<file path="src/rtl/reflection_lookup_arbiter.sv">
// Round-robin arbiter sharing one name-to-handle lookup engine among NUM_REQ
// requesters, with a single outstanding lookup, timeout and stale-response discard.
module reflection_lookup_arbiter #(
    parameter int unsigned NUM_REQ  = 4,
    parameter int unsigned KEY_W    = 32,
    parameter int unsigned HANDLE_W = 32,
    parameter int unsigned TIMEOUT  = 255
) (
    input  logic                       clk,
    input  logic                       rst_n,
    input  logic [NUM_REQ-1:0]         req_valid,
    output logic [NUM_REQ-1:0]         req_ready,
    input  logic [NUM_REQ*KEY_W-1:0]   req_key,
    output logic [NUM_REQ-1:0]         rsp_valid,
    input  logic [NUM_REQ-1:0]         rsp_ready,
    output logic [HANDLE_W-1:0]        rsp_handle,
    output logic                       rsp_hit,
    output logic                       rsp_timeout,
    output logic                       lk_valid,
    input  logic                       lk_ready,
    output logic [KEY_W-1:0]           lk_key,
    input  logic                       lk_rsp_valid,
    input  logic                       lk_rsp_hit,
    input  logic [HANDLE_W-1:0]        lk_rsp_handle,
    output logic                       busy,
    output logic [$clog2(NUM_REQ)-1:0] grant_id
);

    localparam int unsigned IDW = $clog2(NUM_REQ);
    localparam int unsigned TMW = 16;
    localparam int unsigned SW  = 2;
    localparam logic [SW-1:0]  STALE_MAX = SW'(3);
    localparam logic [TMW-1:0] TMO_LAST  = TMW'(TIMEOUT - 1);

    typedef enum logic [1:0] {
        S_IDLE,
        S_ISSUE,
        S_WAIT,
        S_RESP
    } state_e;

    state_e                state_q, state_d;
    logic [IDW-1:0]        ptr_q, ptr_d;
    logic [IDW-1:0]        grant_q, grant_d;
    logic [SW-1:0]         stale_q, stale_d;
    logic [TMW-1:0]        timer_q, timer_d;
    logic [KEY_W-1:0]      key_q, key_d;
    logic                  lk_valid_q, lk_valid_d;
    logic [NUM_REQ-1:0]    rsp_valid_q, rsp_valid_d;
    logic [HANDLE_W-1:0]   handle_q, handle_d;
    logic                  hit_q, hit_d;
    logic                  tmo_q, tmo_d;
    logic                  busy_q, busy_d;
    logic [IDW-1:0]        grant_id_q, grant_id_d;
    logic [NUM_REQ-1:0]    req_ready_c;

    logic                  arb_found_c;
    logic [IDW-1:0]        arb_idx_c;
    logic                  stale_dec_c;
    logic                  stale_inc_c;
    logic [KEY_W-1:0]      keys_c [NUM_REQ];

    for (genvar g = 0; g < NUM_REQ; g++) begin : g_key
        assign keys_c[g] = req_key[g*KEY_W +: KEY_W];
    end

    // First valid requester at or after the round-robin pointer.
    always_comb begin : arb_scan
        int unsigned idx;
        arb_found_c = 1'b0;
        arb_idx_c   = '0;
        idx         = 0;
        for (int unsigned k = 0; k < NUM_REQ; k++) begin
            idx = 32'(ptr_q) + k;
            if (idx >= NUM_REQ) idx = idx - NUM_REQ;
            if (!arb_found_c && req_valid[IDW'(idx)]) begin
                arb_found_c = 1'b1;
                arb_idx_c   = IDW'(idx);
            end
        end
    end

    // Next-state and registered-output logic.
    always_comb begin
        state_d     = state_q;
        ptr_d       = ptr_q;
        grant_d     = grant_q;
        stale_d     = stale_q;
        timer_d     = timer_q;
        key_d       = key_q;
        handle_d    = handle_q;
        hit_d       = hit_q;
        tmo_d       = tmo_q;
        req_ready_c = '0;
        stale_inc_c = 1'b0;
        // Any response arriving while stale lookups are owed is the oldest one: drop it.
        stale_dec_c = lk_rsp_valid && (stale_q != '0);

        case (state_q)
            S_IDLE: begin
                if (arb_found_c && (stale_q != STALE_MAX)) begin
                    req_ready_c[arb_idx_c] = 1'b1;
                    grant_d = arb_idx_c;
                    key_d   = keys_c[arb_idx_c];
                    state_d = S_ISSUE;
                end
            end
            S_ISSUE: begin
                if (lk_ready) begin
                    timer_d = '0;
                    state_d = S_WAIT;
                end
            end
            S_WAIT: begin
                timer_d = timer_q + TMW'(1);
                if (lk_rsp_valid && (stale_q == '0)) begin
                    handle_d = lk_rsp_handle;
                    hit_d    = lk_rsp_hit;
                    tmo_d    = 1'b0;
                    state_d  = S_RESP;
                end else if (timer_q == TMO_LAST) begin
                    handle_d    = '0;
                    hit_d       = 1'b0;
                    tmo_d       = 1'b1;
                    stale_inc_c = 1'b1;
                    state_d     = S_RESP;
                end
            end
            S_RESP: begin
                if (rsp_ready[grant_q]) begin
                    ptr_d   = (32'(grant_q) == NUM_REQ - 1) ? '0 : grant_q + IDW'(1);
                    state_d = S_IDLE;
                end
            end
            default: state_d = S_IDLE;
        endcase

        if (stale_inc_c && !stale_dec_c) begin
            stale_d = (stale_q == STALE_MAX) ? STALE_MAX : stale_q + SW'(1);
        end else if (stale_dec_c && !stale_inc_c) begin
            stale_d = stale_q - SW'(1);
        end

        lk_valid_d  = (state_d == S_ISSUE);
        busy_d      = (state_d != S_IDLE);
        grant_id_d  = (state_d == S_IDLE) ? '0 : grant_d;
        rsp_valid_d = (state_d == S_RESP) ? (NUM_REQ'(1) << grant_d) : '0;
    end

    always_ff @(posedge clk or negedge rst_n) begin
        if (!rst_n) begin
            state_q     <= S_IDLE;
            ptr_q       <= '0;
            grant_q     <= '0;
            stale_q     <= '0;
            timer_q     <= '0;
            key_q       <= '0;
            lk_valid_q  <= 1'b0;
            rsp_valid_q <= '0;
            handle_q    <= '0;
            hit_q       <= 1'b0;
            tmo_q       <= 1'b0;
            busy_q      <= 1'b0;
            grant_id_q  <= '0;
        end else begin
            state_q     <= state_d;
            ptr_q       <= ptr_d;
            grant_q     <= grant_d;
            stale_q     <= stale_d;
            timer_q     <= timer_d;
            key_q       <= key_d;
            lk_valid_q  <= lk_valid_d;
            rsp_valid_q <= rsp_valid_d;
            handle_q    <= handle_d;
            hit_q       <= hit_d;
            tmo_q       <= tmo_d;
            busy_q      <= busy_d;
            grant_id_q  <= grant_id_d;
        end
    end

    // The accept strobe is combinational, so it is forced low while reset is held.
    assign req_ready   = req_ready_c & {NUM_REQ{rst_n}};
    assign lk_valid    = lk_valid_q;
    assign lk_key      = key_q;
    assign rsp_valid   = rsp_valid_q;
    assign rsp_handle  = handle_q;
    assign rsp_hit     = hit_q;
    assign rsp_timeout = tmo_q;
    assign busy        = busy_q;
    assign grant_id    = grant_id_q;

endmodule

</file>
<file path="config.mk">
export PLATFORM = sky130hd
export DESIGN_NAME = reflection_lookup_arbiter
export DESIGN_NICKNAME = d
export VERILOG_FILES = /design/src/rtl/reflection_lookup_arbiter.sv
export SDC_FILE = /design/constraint.sdc
export NUM_CORES = 1
export LEC_CHECK = 0
export CORE_ASPECT_RATIO = 2
export CORE_UTILIZATION = 46
export CTS_BUF_LIST = sky130_fd_sc_hd__clkbuf_8
export DETAILED_ROUTE_END_ITERATION = 8
export HOLD_SLACK_MARGIN = 0.08
export PLACE_DENSITY = 0.89
export SETUP_SLACK_MARGIN = 0.3
export SYNTH_ARGS = -nofsm -noshare
export SYNTH_HDL_FRONTEND = slang
export SYNTH_SLANG_ARGS = --single-unit
</file>
<file path="constraint.sdc">
create_clock -name clk -period 4.3 [get_ports clk]
set_input_delay 0.43 -clock clk [delete_from_list [all_inputs] [get_ports clk]]
set_output_delay 0.43 -clock clk [all_outputs]
set_load 0.03 [all_outputs]
</file>
# [Yosys cells after proc, flatten, opt, wreduce, memory -nomap -nowiden]
# Index checks and enable logic that the tools add are counted.
# W data, S select, Z words.
[totals] register_bits=98 input_bits=173 out_inout_bits=78 elab_cells=129
[op_classes] add_sub_neg=11 order_cmp=12 n_eq_ne=10 shift=1 muxes=54 bitwise=2 n_reduce_logical=26
[op_table] op="$mux W32" n=4
[op_table] op="$bmux W32 S2" n=1
[op_table] op="$mux W2" n=20
[op_table] op="$pmux W16 S2" n=1
[op_table] op="$lt A2 B3 Y1 const B" n=6
[op_table] op="$mux W1" n=17
[op_table] op="$add A16 B1 Y16 const B" n=1
[op_table] op="$eq A16 B8 Y1 const B" n=1
[op_table] op="$mux W16" n=1
[op_table] op="$ge A3 B3 Y1 const B" n=4
[op_table] op="$mux W4" n=3
[op_table] op="$bmux W1 S2" n=5
[op_table] op="$eq A2 B2 Y1 const B" n=5
[op_table] op="$reduce_bool A2 Y1" n=5
[op_table] op="$sub A2 B1 Y2 const B" n=5
[op_table] op="$logic_and A1 B1 Y1" n=9
[op_table] op="$pmux W2 S4" n=1
[op_table] op="$reduce_and A2 Y1" n=4
[op_table] op="$add A2 B2 Y3 const B" n=2
[op_table] op="$logic_not A2 Y1" n=3
[op_table] op="$logic_not A1 Y1" n=5
[op_table] op="$add A2 B1 Y2 const B" n=2
[op_table] op="$and A4 B4 Y4" n=1
[op_table] op="$eq A2 B1 Y1 const B" n=2
[op_table] op="other kinds (7)" n=8

# [Logic depth before layout (Yosys ltp)]
# Gate-level depths: netlist of the first run.
[depth] word_depth=21 ltp_mapped=9 mapped_depth_nobuf=9

# [Least setup slack after synthesis of the first run]
# OpenSTA, ideal clock, no wires.
[synth_timing] path_kind="input -> output" start="in req_valid[1]" end="out req_ready[1]" arrival_ns=1.853 required_ns=3.870 setup_slack_ns=2.017 stages=6 n_path_buf=2 path_cell_list="clkbuf_1 > a21oi_1 > nor2_2 > buf_4 > nand3_1 > nor2_1"
[synth_between] elab_chain_len=19 elab_cells_between_ends=31 cone_classes="2 x order compare; 20 x mux; 1 x bitwise; 8 x reduce/logical"
[synth_lines] element="start: declaration" line_no="11" source="input logic [NUM_REQ-1:0] req_valid,"
[synth_lines] element="$bmux W1 S2" line_no="76" source="if (!arb_found_c && req_valid[IDW'(idx)]) begin"
[synth_lines] element="$mux W1 (implied by the code)" line_no="76"
[synth_lines] element="$mux W1" line_no="76"
[synth_lines] element="$logic_not A1 Y1" line_no="76"
[synth_lines] element="$logic_and A1 B1 Y1" line_no="76"
[synth_lines] element="$mux W1" line_no="76"
[synth_lines] element="$logic_not A1 Y1" line_no="76"
[synth_lines] element="$logic_and A1 B1 Y1" line_no="76"
[synth_lines] element="[3 not listed]"
[synth_lines] element="$mux W2" line_no="76"
[synth_lines] element="$lt A2 B3 Y1 (implied by the code) or $ge A2 B1 Y1 (tied branches)" line_no="102" source="req_ready_c[arb_idx_c] = 1'b1;"
[synth_lines] element="$logic_and A1 B1 Y1 (implied by the code)" line_no="102"
[synth_lines] element="$mux W1 (implied by the code)" line_no="102"
[synth_lines] element="$demux W1 S2" line_no="102"
[synth_lines] element="$mux W4 (*)" line_no="101" source="if (arb_found_c && (stale_q != STALE_MAX)) begin"
[synth_lines] element="$mux W4 (*)" line_no="99" source="case (state_q)"
[synth_lines] element="$and A4 B4 Y4 (*)" line_no="183" source="assign req_ready = req_ready_c & {NUM_REQ{rst_n}};"
[synth_lines] element="end: declaration" line_no="12" source="output logic [NUM_REQ-1:0] req_ready,"
# Mark *: on every way between the ends. The rest lies on a longest branch, timed or not. The select of a mux whose other input is x is not followed.

# [Final worst setup path of the first run]
[layout_timing] start="in req_valid[2]" end="out req_ready[2]"
# The elaborated chain is that of the path after synthesis.

==> flow_summary_export.csv, run 1 <==
group,metric,value,unit
status,status,"finished clean",
drt,first_iter_violations,377,
drt,wl_met1,5.88,mm
worst_setup_path,endpoint,"req_ready[2]",
place,hpwl,13.2,mm
worst_setup_path,required,3870,ps
cells_and_area,drive_above_1_share,0.0474,
pwr,power_density,628,nW/µm²
global_route,grt_pass1_vias,5805,
pwr,intPower,2710,µW
yosys,synthCells,590,
die,start_util,0.470,
drt,wl_met2,9.52,mm
yosys,ys_warn_count,0,
yosys,synth-edff-count,0,
drt,vias_per_cell,5.76,
timing,hold_violations,0,
global_route,track_usage,0.300,
timing,tns,0,ps
clock_network,ctsLongestPathBuffers,2,
drt,wl,17.5,mm
yosys,ys_async_sr_fraction,1.00,
worst_setup_path,r2r_end,"rsp_valid[3]",
clock_network,hold_buffers,0,
cells_and_area,final_cells,965,
yosys,synth_top_area_share,0.466,
cells_and_area,final_common_cell,"clkdlybuf4s50_1",
yosys,synth_top_cell_by_area,"dfrtp_1",
cells_and_area,final_cell_mix,"249 x clkdlybuf4s50_1, 115 x nand2_1, 98 x dfrtp_1",
clock_network,cts_made_buffers,9,
die,die_h,153,µm
yosys,synth_ff_type,"dfrtp_1",
place,dp_cells,949,
pwr,power_switching,2350,µW
clock_network,cts_resized,0,
clock_network,htreeDepth,3,
clock_network,cts_tree,"done",
clock_network,clock-root-buffer,"clkbuf_8",
yosys,synth.distinct_cells,47,
pwr,netSwitchingFraction,0.465,
clock_network,clk_latency,370,ps
cells_and_area,nets,998,
cells_and_area,fin_util,0.718,
worst_setup_path,crit_path_start,"req_valid[2]",
drt,antenna_left,0,
worst_setup_path,r2r_cells,6,
yosys,seq_area_frac_synth,0.466,
drt,routedWlPerCell,18.1,µm
timing,tightest_slew,1190,ps
global_route,grt_overflow,0,
global_route,antenna_found_initial,0,
yosys,syn_nets,770,
drt,routed.top_layer,"met4",
clock_network,cts_setup_buffers,0,
die,core,11200,µm²
clock_network,clkTransAtPathRegs,100,ps
pwr,power_frac_clock,0.113,
die,die-area,11900,µm²
drt,remaining_drc_errors,0,
worst_setup_path,reg2reg_from,"stale_q[0]",
place,gp_congestion,0.864,
worst_setup_path,path_class,"in2out",
cells_and_area,syn_to_final_growth,52.9,%
run,drv_cap,0,
yosys,netlist_area,5270,µm²
worst_setup_path,reg2reg_slack,1580,ps
worst_setup_path,worstSetupEndpointType,"output port",
pwr,cellLeakagePower,0.00331,µW
worst_setup_path,worstPathMaxFanout,35,
die,die_w,77.7,µm
pwr,ir_worst_vdd,0.414,mV
yosys,synth_area_leaders,"dfrtp_1 47%, o21ai_0 8.6%, nand2_1 8.2%",
global_route,grt_first_pass_wirelength,27.8,mm
pwr,p_comb_frac,0.577,
timing,rsz0062_at_grt,"no",
timing,fin_skew,13.1,ps
die,io_pins,251,
place,portBuffers,250,
timing,max-slew-margin-rel,0.208,
drt,num_vias,5560,
drt,routed-wl-met3,1.32,mm
timing,setup_viol,0,
timing,finalCriticalPeriod,3380,ps
die,num_rows,55,
global_route,grt_max_degree,52,
cells_and_area,n_antenna_cell,0,
yosys,synth_seq_cells,98,
timing,min_period_over_period,0.786,
pwr,fin_total_pwr,5060,µW
timing,slew_violations,0,
worst_setup_path,arrival,2950,ps
worst_setup_path,critPathLaunchType,"primary input",
clock_network,clock-sinks,98,
drt,firstDrtPassIters,7,
yosys,syn_avg_cell_area,8.93,µm²
hold_path,hold_class,"in2async",
timing,max_freq,296,MHz
pwr,seq_power_share,0.310,
layer usage:
layer / track usage / vias to the layer above
met5: 0 / -
met4: 0.156 / 0
met3: 0.0710 / 57
met2: 0.552 / 305
met1: 0.304 / 2632
li1: - / 2566
worst max-delay path: stages:
cell	delay, ps
clkdlybuf4s50_1	580
nand2_1	170
o2bb2ai_4	690
o211ai_1	240
nor2_1	140
clkdlybuf4s50_1	690
how the worst min path moves through the flow:
stage / slack (ps) / to / cells after the start
2_1_floorplan: 130 / busy / 0
3_3_place_gp: 470 / timer_q[15] / 1
3_5_place_dp: 480 / timer_q[15] / 1
4_1_cts: 90 / rsp_valid[2] / 1
5_1_grt: 110 / timer_q[5] / 1
6_report: 70 / timer_q[10] / 1
cell usage after synthesis, types with 2 or more instances:
cell	number
a211o_1	2
a211oi_1	2
a21o_1	33
a21oi_1	11
a31oi_1	5
and3_1	2
and4_1	2
buf_2	8
buf_4	3
clkbuf_1	31
dfrtp_1	98
ha_1	7
inv_1	8
mux2i_1	34
nand2_1	115
nand2b_1	4
nand3_1	38
nand4_1	9
nor2_1	21
nor3_1	2
nor4_1	6
o211ai_1	33
o21ai_0	91
o31ai_1	2
cell type report:
class                   count  area (µm²)
clock buffers               9         124
fillers                   844        3160
inverters                   9        33.8
flip-flops and latches     98        2450
clock inverters             7        62.6
multi-input cells         441        2640
repair buffers            259        2570
well taps                 142         178
power by group through the flow:
stage	Clock, µW	Combinational, µW	Sequential [µW]
6_report	572	2920	1570
5_1_grt	614	3110	1620
4_1_cts	583	2910	1570
3_5_place_dp	0	2900	1580
3_3_place_gp	0	2810	1560
2_1_floorplan	0	1090	2170
logic make-up (layout without fill, tap and decap cells):
family / count (synthesis) / after routing / synth area share
AO/OA/AOI/OAI: 189 / 189 / 0.225
AND/OR/NAND/NOR: 209 / 209 / 0.181
multiplexers: 36 / 36 / 0.0710
buffers and inverters: 51 / 284 / 0.0404
flip-flops: 98 / 98 / 0.466
adder cells (fa/ha/maj): 7 / 7 / 0.0166
sequential cells by signal, summed over array words and instances, names as in the netlist:
register,cells
busy,1
grant_id,2
grant_q,2
lk_key,32
lk_valid,1
ptr_q,2
rsp_handle,32
rsp_hit,1
rsp_timeout,1
rsp_valid,4
stale_q,2
state_q,2
timer_q,16
stage by stage:
| step | hold slack, ps | area (µm²) | setup slack (ps) |
|---|---|---|---|
| final | 73.6 | 8060 | 922 |
| after global routing | 107 | 8060 | 750 |
| after CTS | 88.7 | 8040 | 461 |
| after detailed placement | 478 | 7860 | 509 |
| after global placement | 472 | 7860 | 568 |
| after floorplan | 134 | 5270 | 2020 |
(Power assumes the default switching activity.)
==> inputs of run 2 (changes only) <==
--- a/config.mk
+++ b/config.mk
@@ -6,11 +6,11 @@
 export NUM_CORES = 1
 export LEC_CHECK = 0
 export CORE_ASPECT_RATIO = 2
-export CORE_UTILIZATION = 46
+export CORE_UTILIZATION = 43
 export CTS_BUF_LIST = sky130_fd_sc_hd__clkbuf_8
 export DETAILED_ROUTE_END_ITERATION = 8
 export HOLD_SLACK_MARGIN = 0.08
-export PLACE_DENSITY = 0.89
+export PLACE_DENSITY = 0.84
 export SETUP_SLACK_MARGIN = 0.3
 export SYNTH_ARGS = -nofsm -noshare
 export SYNTH_HDL_FRONTEND = slang
==> constraint.sdc (replaced) <==
create_clock -name clk -period 3.3 [get_ports clk]
set_input_delay 0.33 -clock clk [delete_from_list [all_inputs] [get_ports clk]]
set_output_delay 0.33 -clock clk [all_outputs]
set_load 0.03 [all_outputs]
==> run 2 against run 1 <==
Global-route usage decreased by 0.97 points. First-iteration DRC count decreased by 15%. Core utilization decreased by 3.5 points. Register-to-register slack got worse by 480 ps. Final cell count increased by 0.93%.
==> flow_summary_export.csv, run 2 (same netlist as run 1, synthesis figures left out) <==
group,metric,value,unit
status,status,"finished clean",
die,die-area,12700,µm²
hold_path,hold_class,"in2async",
cells_and_area,nets,1004,
cells_and_area,drive_above_1_share,0.0555,
drt,antenna_left,0,
worst_setup_path,required,2970,ps
place,hpwl,13.4,mm
clock_network,cts_tree,"done",
die,io_pins,251,
drt,first_iter_violations,319,
clock_network,clkTransAtPathRegs,110,ps
worst_setup_path,critPathLaunchType,"flop",
clock_network,clk_latency,380,ps
clock_network,clock-sinks,98,
pwr,power_frac_clock,0.113,
drt,remaining_drc_errors,0,
global_route,track_usage,0.290,
die,start_util,0.445,
global_route,antenna_found_initial,0,
pwr,intPower,3550,µW
timing,hold_violations,0,
timing,setup_ws,676,ps
worst_setup_path,worstPathMaxFanout,5,
pwr,netSwitchingFraction,0.463,
clock_network,cts_made_buffers,9,
run,drv_cap,0,
die,num_rows,56,
timing,min_period_over_period,0.795,
cells_and_area,regArea,2450,µm²
pwr,power_switching,3060,µW
cells_and_area,n_antenna_cell,0,
clock_network,ctsLongestPathBuffers,2,
cells_and_area,syn_to_final_growth,53.6,%
cells_and_area,multi_input_area,2630,µm²
global_route,grt_pass1_vias,5670,
place,placed_area,7890,µm²
cells_and_area,final_common_cell,"clkdlybuf4s50_1",
cells_and_area,final_cell_mix,"245 x clkdlybuf4s50_1, 115 x nand2_1, 98 x dfrtp_1",
place,dp_worst_setup_slack,438,ps
drt,wl,17.8,mm
die,die_w,80.3,µm
drt,num_vias,5539,
cells_and_area,fin_area,8090,µm²
timing,setup_viol,0,
place,portBuffers,250,
clock_network,clock-root-buffer,"clkbuf_8",
pwr,p_comb_frac,0.579,
worst_setup_path,path_class,"reg2out",
global_route,grt_max_degree,74,
global_route,grt_overflow,0,
timing,slew_violations,0,
timing,tightest_slew,931,ps
timing,max_freq,381,MHz
worst_setup_path,worstSetupEndpointType,"output port",
die,die_h,159,µm
pwr,power_density,816,nW/µm²
worst_setup_path,arrival,2290,ps
die,core,11800,µm²
clock_network,cts_setup_buffers,0,
pwr,fin_total_pwr,6600,µW
global_route,grt_first_pass_wirelength,27.9,mm
pwr,seq_power_share,0.308,
drt,routedWlPerCell,18.3,µm
timing,max-slew-margin-rel,0.379,
pwr,cellLeakagePower,0.00337,µW
timing,tns,0,ps
timing,fin_skew,16.5,ps
pwr,ir_worst_vdd,0.497,mV
drt,vias_per_cell,5.69,
drt,firstDrtPassIters,6,
timing,rsz0062_at_grt,"no",
cells_and_area,nFillCells,941,
place,gp_congestion,0.909,
clock_network,htreeDepth,3,
timing,finalCriticalPeriod,2620,ps
==> run 2: power by group through the flow <==
| stage | combinational [µW] | sequential [µW] | clock (µW) |
|---|---|---|---|
| floorplan | 1430 | 2830 | 0 |
| global placement | 3700 | 2030 | 0 |
| detailed placement | 3820 | 2050 | 0 |
| CTS | 3830 | 2030 | 770 |
| global route | 4110 | 2090 | 812 |
| finish | 3820 | 2030 | 746 |
==> run 2: stage by stage <==
step	util	hold WS, ps	instances
CTS	0.683	400	974
global route	0.683	427	974
finish	0.683	404	974
floorplan	-	34.4	590
global placement	0.667	262	957
detailed placement	0.667	271	957
==> run 2: critical path: stages, from the launching register on <==
cell and delay [ps]:
dfrtp_1 440, ha_1 270, nor3_4 250, a21boi_2 270, o211ai_1 150, nor2_1 130, dlygate4sd2_1 430
==> run 2: path summary, 6_finish.rpt <==
kind / to / start / depth (start not counted) / slack (ps)
max in group asynchronous: lk_key[23] / rst_n / 3 / 1620
setup / recovery: req_ready[0] / stale_q[0] / 6 / 680
min in group clk: rsp_handle[13] / lk_rsp_handle[13] / 3 / 500
hold reg to reg: lk_key[19] / lk_key[19] / 2 / 510
hold / removal: grant_id[1] / rst_n / 2 / 400
setup reg to reg: stale_q[0] / timer_q[0] / 7 / 1100
==> run 2: what timing repair did <==
action | 4_1_cts | 5_1_grt
endpoints found under the setup margin | 2 | 1
endpoints found under the hold margin | 25 | 0
pin swaps | 0 | 0
gates resized for setup | 2 | 2
hold buffers | 1 | 0
==> run 2: layout make-up <==
type,instances,area share
multi-input combinational,441,0.325
timing repair buffer,265,0.323
clock buffer,9,0.0153
inverter,9,0.00418
tap,145,0.0224
sequential,98,0.303
clock inverter,7,0.00727
==> run 2: layer usage <==
layer	track usage	vias up	wire (µm)
met5	0	-	0
met4	0.152	0	880
met3	0.0619	56	1200
met2	0.529	296	9730
met1	0.304	2614	5980
li1	-	2573	-
==> inputs of run 3 (changes only) <==
==> constraint.sdc (replaced) <==
create_clock -name clk -period 2.5 [get_ports clk]
set_input_delay 0.25 -clock clk [delete_from_list [all_inputs] [get_ports clk]]
set_output_delay 0.25 -clock clk [all_outputs]
set_load 0.03 [all_outputs]
==> run 3 against run 2 <==
Setup slack lost 350 ps. First-iteration DRC count shrank 2.8%. Sequential power grew 33%. Critical path depth grew 1. Flip-flop and latch count is the same. Critical path type is now reg2reg. Highest routed layer unchanged. Global-route usage shrank 0.24 points. Combinational power grew 39%. Clock skew shrank 4.3 ps.
==> flow_summary_export.csv, run 3 (same netlist as run 1, synthesis figures left out) <==
group,metric,value,unit
worst_setup_path,required,2730,ps
cells_and_area,drive_above_1_share,0.0866,
timing,tns,0,ps
global_route,grt_overflow,0,
die,num_rows,56,
cells_and_area,nets,1018,
pwr,power_density,1090,nW/µm²
global_route,grt_first_pass_wirelength,27.9,mm
die,core,11800,µm²
clock_network,htreeDepth,3,
cells_and_area,final_cell_mix,"245 x clkdlybuf4s50_1, 115 x nand2_1, 95 x dfrtp_1",
global_route,met2_usage,0.530,
drt,wl,18.1,mm
timing,max_freq,461,MHz
cells_and_area,n_antenna_cell,0,
worst_setup_path,worstSetupEndpointType,"flop",
timing,hold_violations,0,
pwr,cellLeakagePower,0.00344,µW
global_route,grt_pass1_vias,5873,
die,die_h,159,µm
worst_setup_path,worstPathMaxFanout,5,
worst_setup_path,critPathLaunchType,"flop",
cells_and_area,syn_to_final_growth,58.0,%
place,hpwl,13.5,mm
global_route,busiest_layer,"met2",
drt,routedWlPerCell,18.3,µm
clock_network,cts_made_buffers,9,
cells_and_area,final_common_cell,"clkdlybuf4s50_1",
global_route,grt_max_degree,81,
status,status,"finished clean",
global_route,antenna_found_initial,0,
drt,vias_per_cell,5.76,
drt,first_iter_violations,310,
hold_path,hold_class,"in2async",
global_route,track_usage,0.288,
drt,remaining_drc_errors,0,
die,die_w,80.3,µm
die,io_pins,251,
global_route,grt.met1_usage,0.300,
drt,num_vias,5690,
clock_network,clkTransAtPathRegs,100,ps
timing,rsz0062_at_grt,"yes",
place,portBuffers,250,
die,start_util,0.445,
place,gp_congestion,0.868,
worst_setup_path,arrival,2400,ps
drt,firstDrtPassIters,5,
clock_network,clock-root-buffer,"clkbuf_8",
timing,setup_viol,0,
cells_and_area,fin_util,0.703,
timing,slew_violations,0,
worst_setup_path,path_class,"reg2reg",
place,placed_area,7960,µm²
global_route,use_met3,0.0590,
timing,min_period_over_period,0.868,
clock_network,clk_latency,370,ps
clock_network,clock-sinks,98,
clock_network,cts_tree,"done",
timing,fin_skew,12.2,ps
timing,tightest_slew,615,ps
cells_and_area,fin_area,8320,µm²
clock_network,ctsLongestPathBuffers,2,
timing,finalCriticalPeriod,2170,ps
die,die-area,12700,µm²
drt,antenna_left,0,
timing,max-slew-margin-rel,0.589,
run,drv_cap,0,
pwr,ir_worst_vdd,0.628,mV
## run 3: cell type report
class / instances / area (µm²)
inverters: 9 / 33.8
well taps: 145 / 181
clock inverters: 6 / 71.3
repair buffers: 279 / 2750
flip-flops and latches: 98 / 2460
multi-input cells: 441 / 2690
clock buffers: 10 / 138
fillers: 910 / 3520
## run 3: through the flow
| step | setup slack, ps | hold WS (ps) | cells | power [µW] |
|---|---|---|---|---|
| floorplan | 444 | -45.6 | 590 | 5620 |
| global placement | 322 | 175 | 963 | 7670 |
| detailed placement | 192 | 175 | 963 | 7830 |
| CTS | 288 | 312 | 983 | 9020 |
| global route | 232 | 327 | 988 | 9630 |
| finish | 330 | 318 | 988 | 9090 |
## run 3: power breakdown
group	total [µW]	switching (µW)	internal [µW]
sequential	2710	466	2250
combinational	5300	3040	2260
clock	1080	584	499
## run 3: what timing repair did
item	CTS	global route
hold endpoints to repair	18	0
hold buffers	1	0
buffers inserted	3	5
resized for setup	11	8
endpoints found under the setup margin	4	19
pin swaps	1	6
## run 3: metal layers
metal	wire length, µm	vias to the layer above
met2	9900	320
met5	0	-
met1	6160	2720
li1	-	2599
met3	1200	51
met4	796	0
## run 3: final timing paths
path / from / depth (start not counted) / slack (ps) / endpoint
hold / removal: rst_n / 2 / 320 / lk_key[23]
min in group clk: lk_rsp_handle[30] / 3 / 430 / rsp_handle[30]
hold reg to reg: lk_key[3] / 2 / 510 / lk_key[3]
setup / recovery: stale_q[0] / 7 / 330 / rsp_valid[3]
max in group asynchronous: rst_n / 3 / 1470 / timer_q[0]
setup reg to reg: stale_q[0] / 7 / 330 / rsp_valid[3]
## run 3: worst max-delay path: stages, from the launching register on
cell and delay [ps]:
dfrtp_1 440, ha_2 210, nor3_4 130, buf_4 170
o41ai_4 80, a2111o_1 400, and2_4 170, nor4_1 420
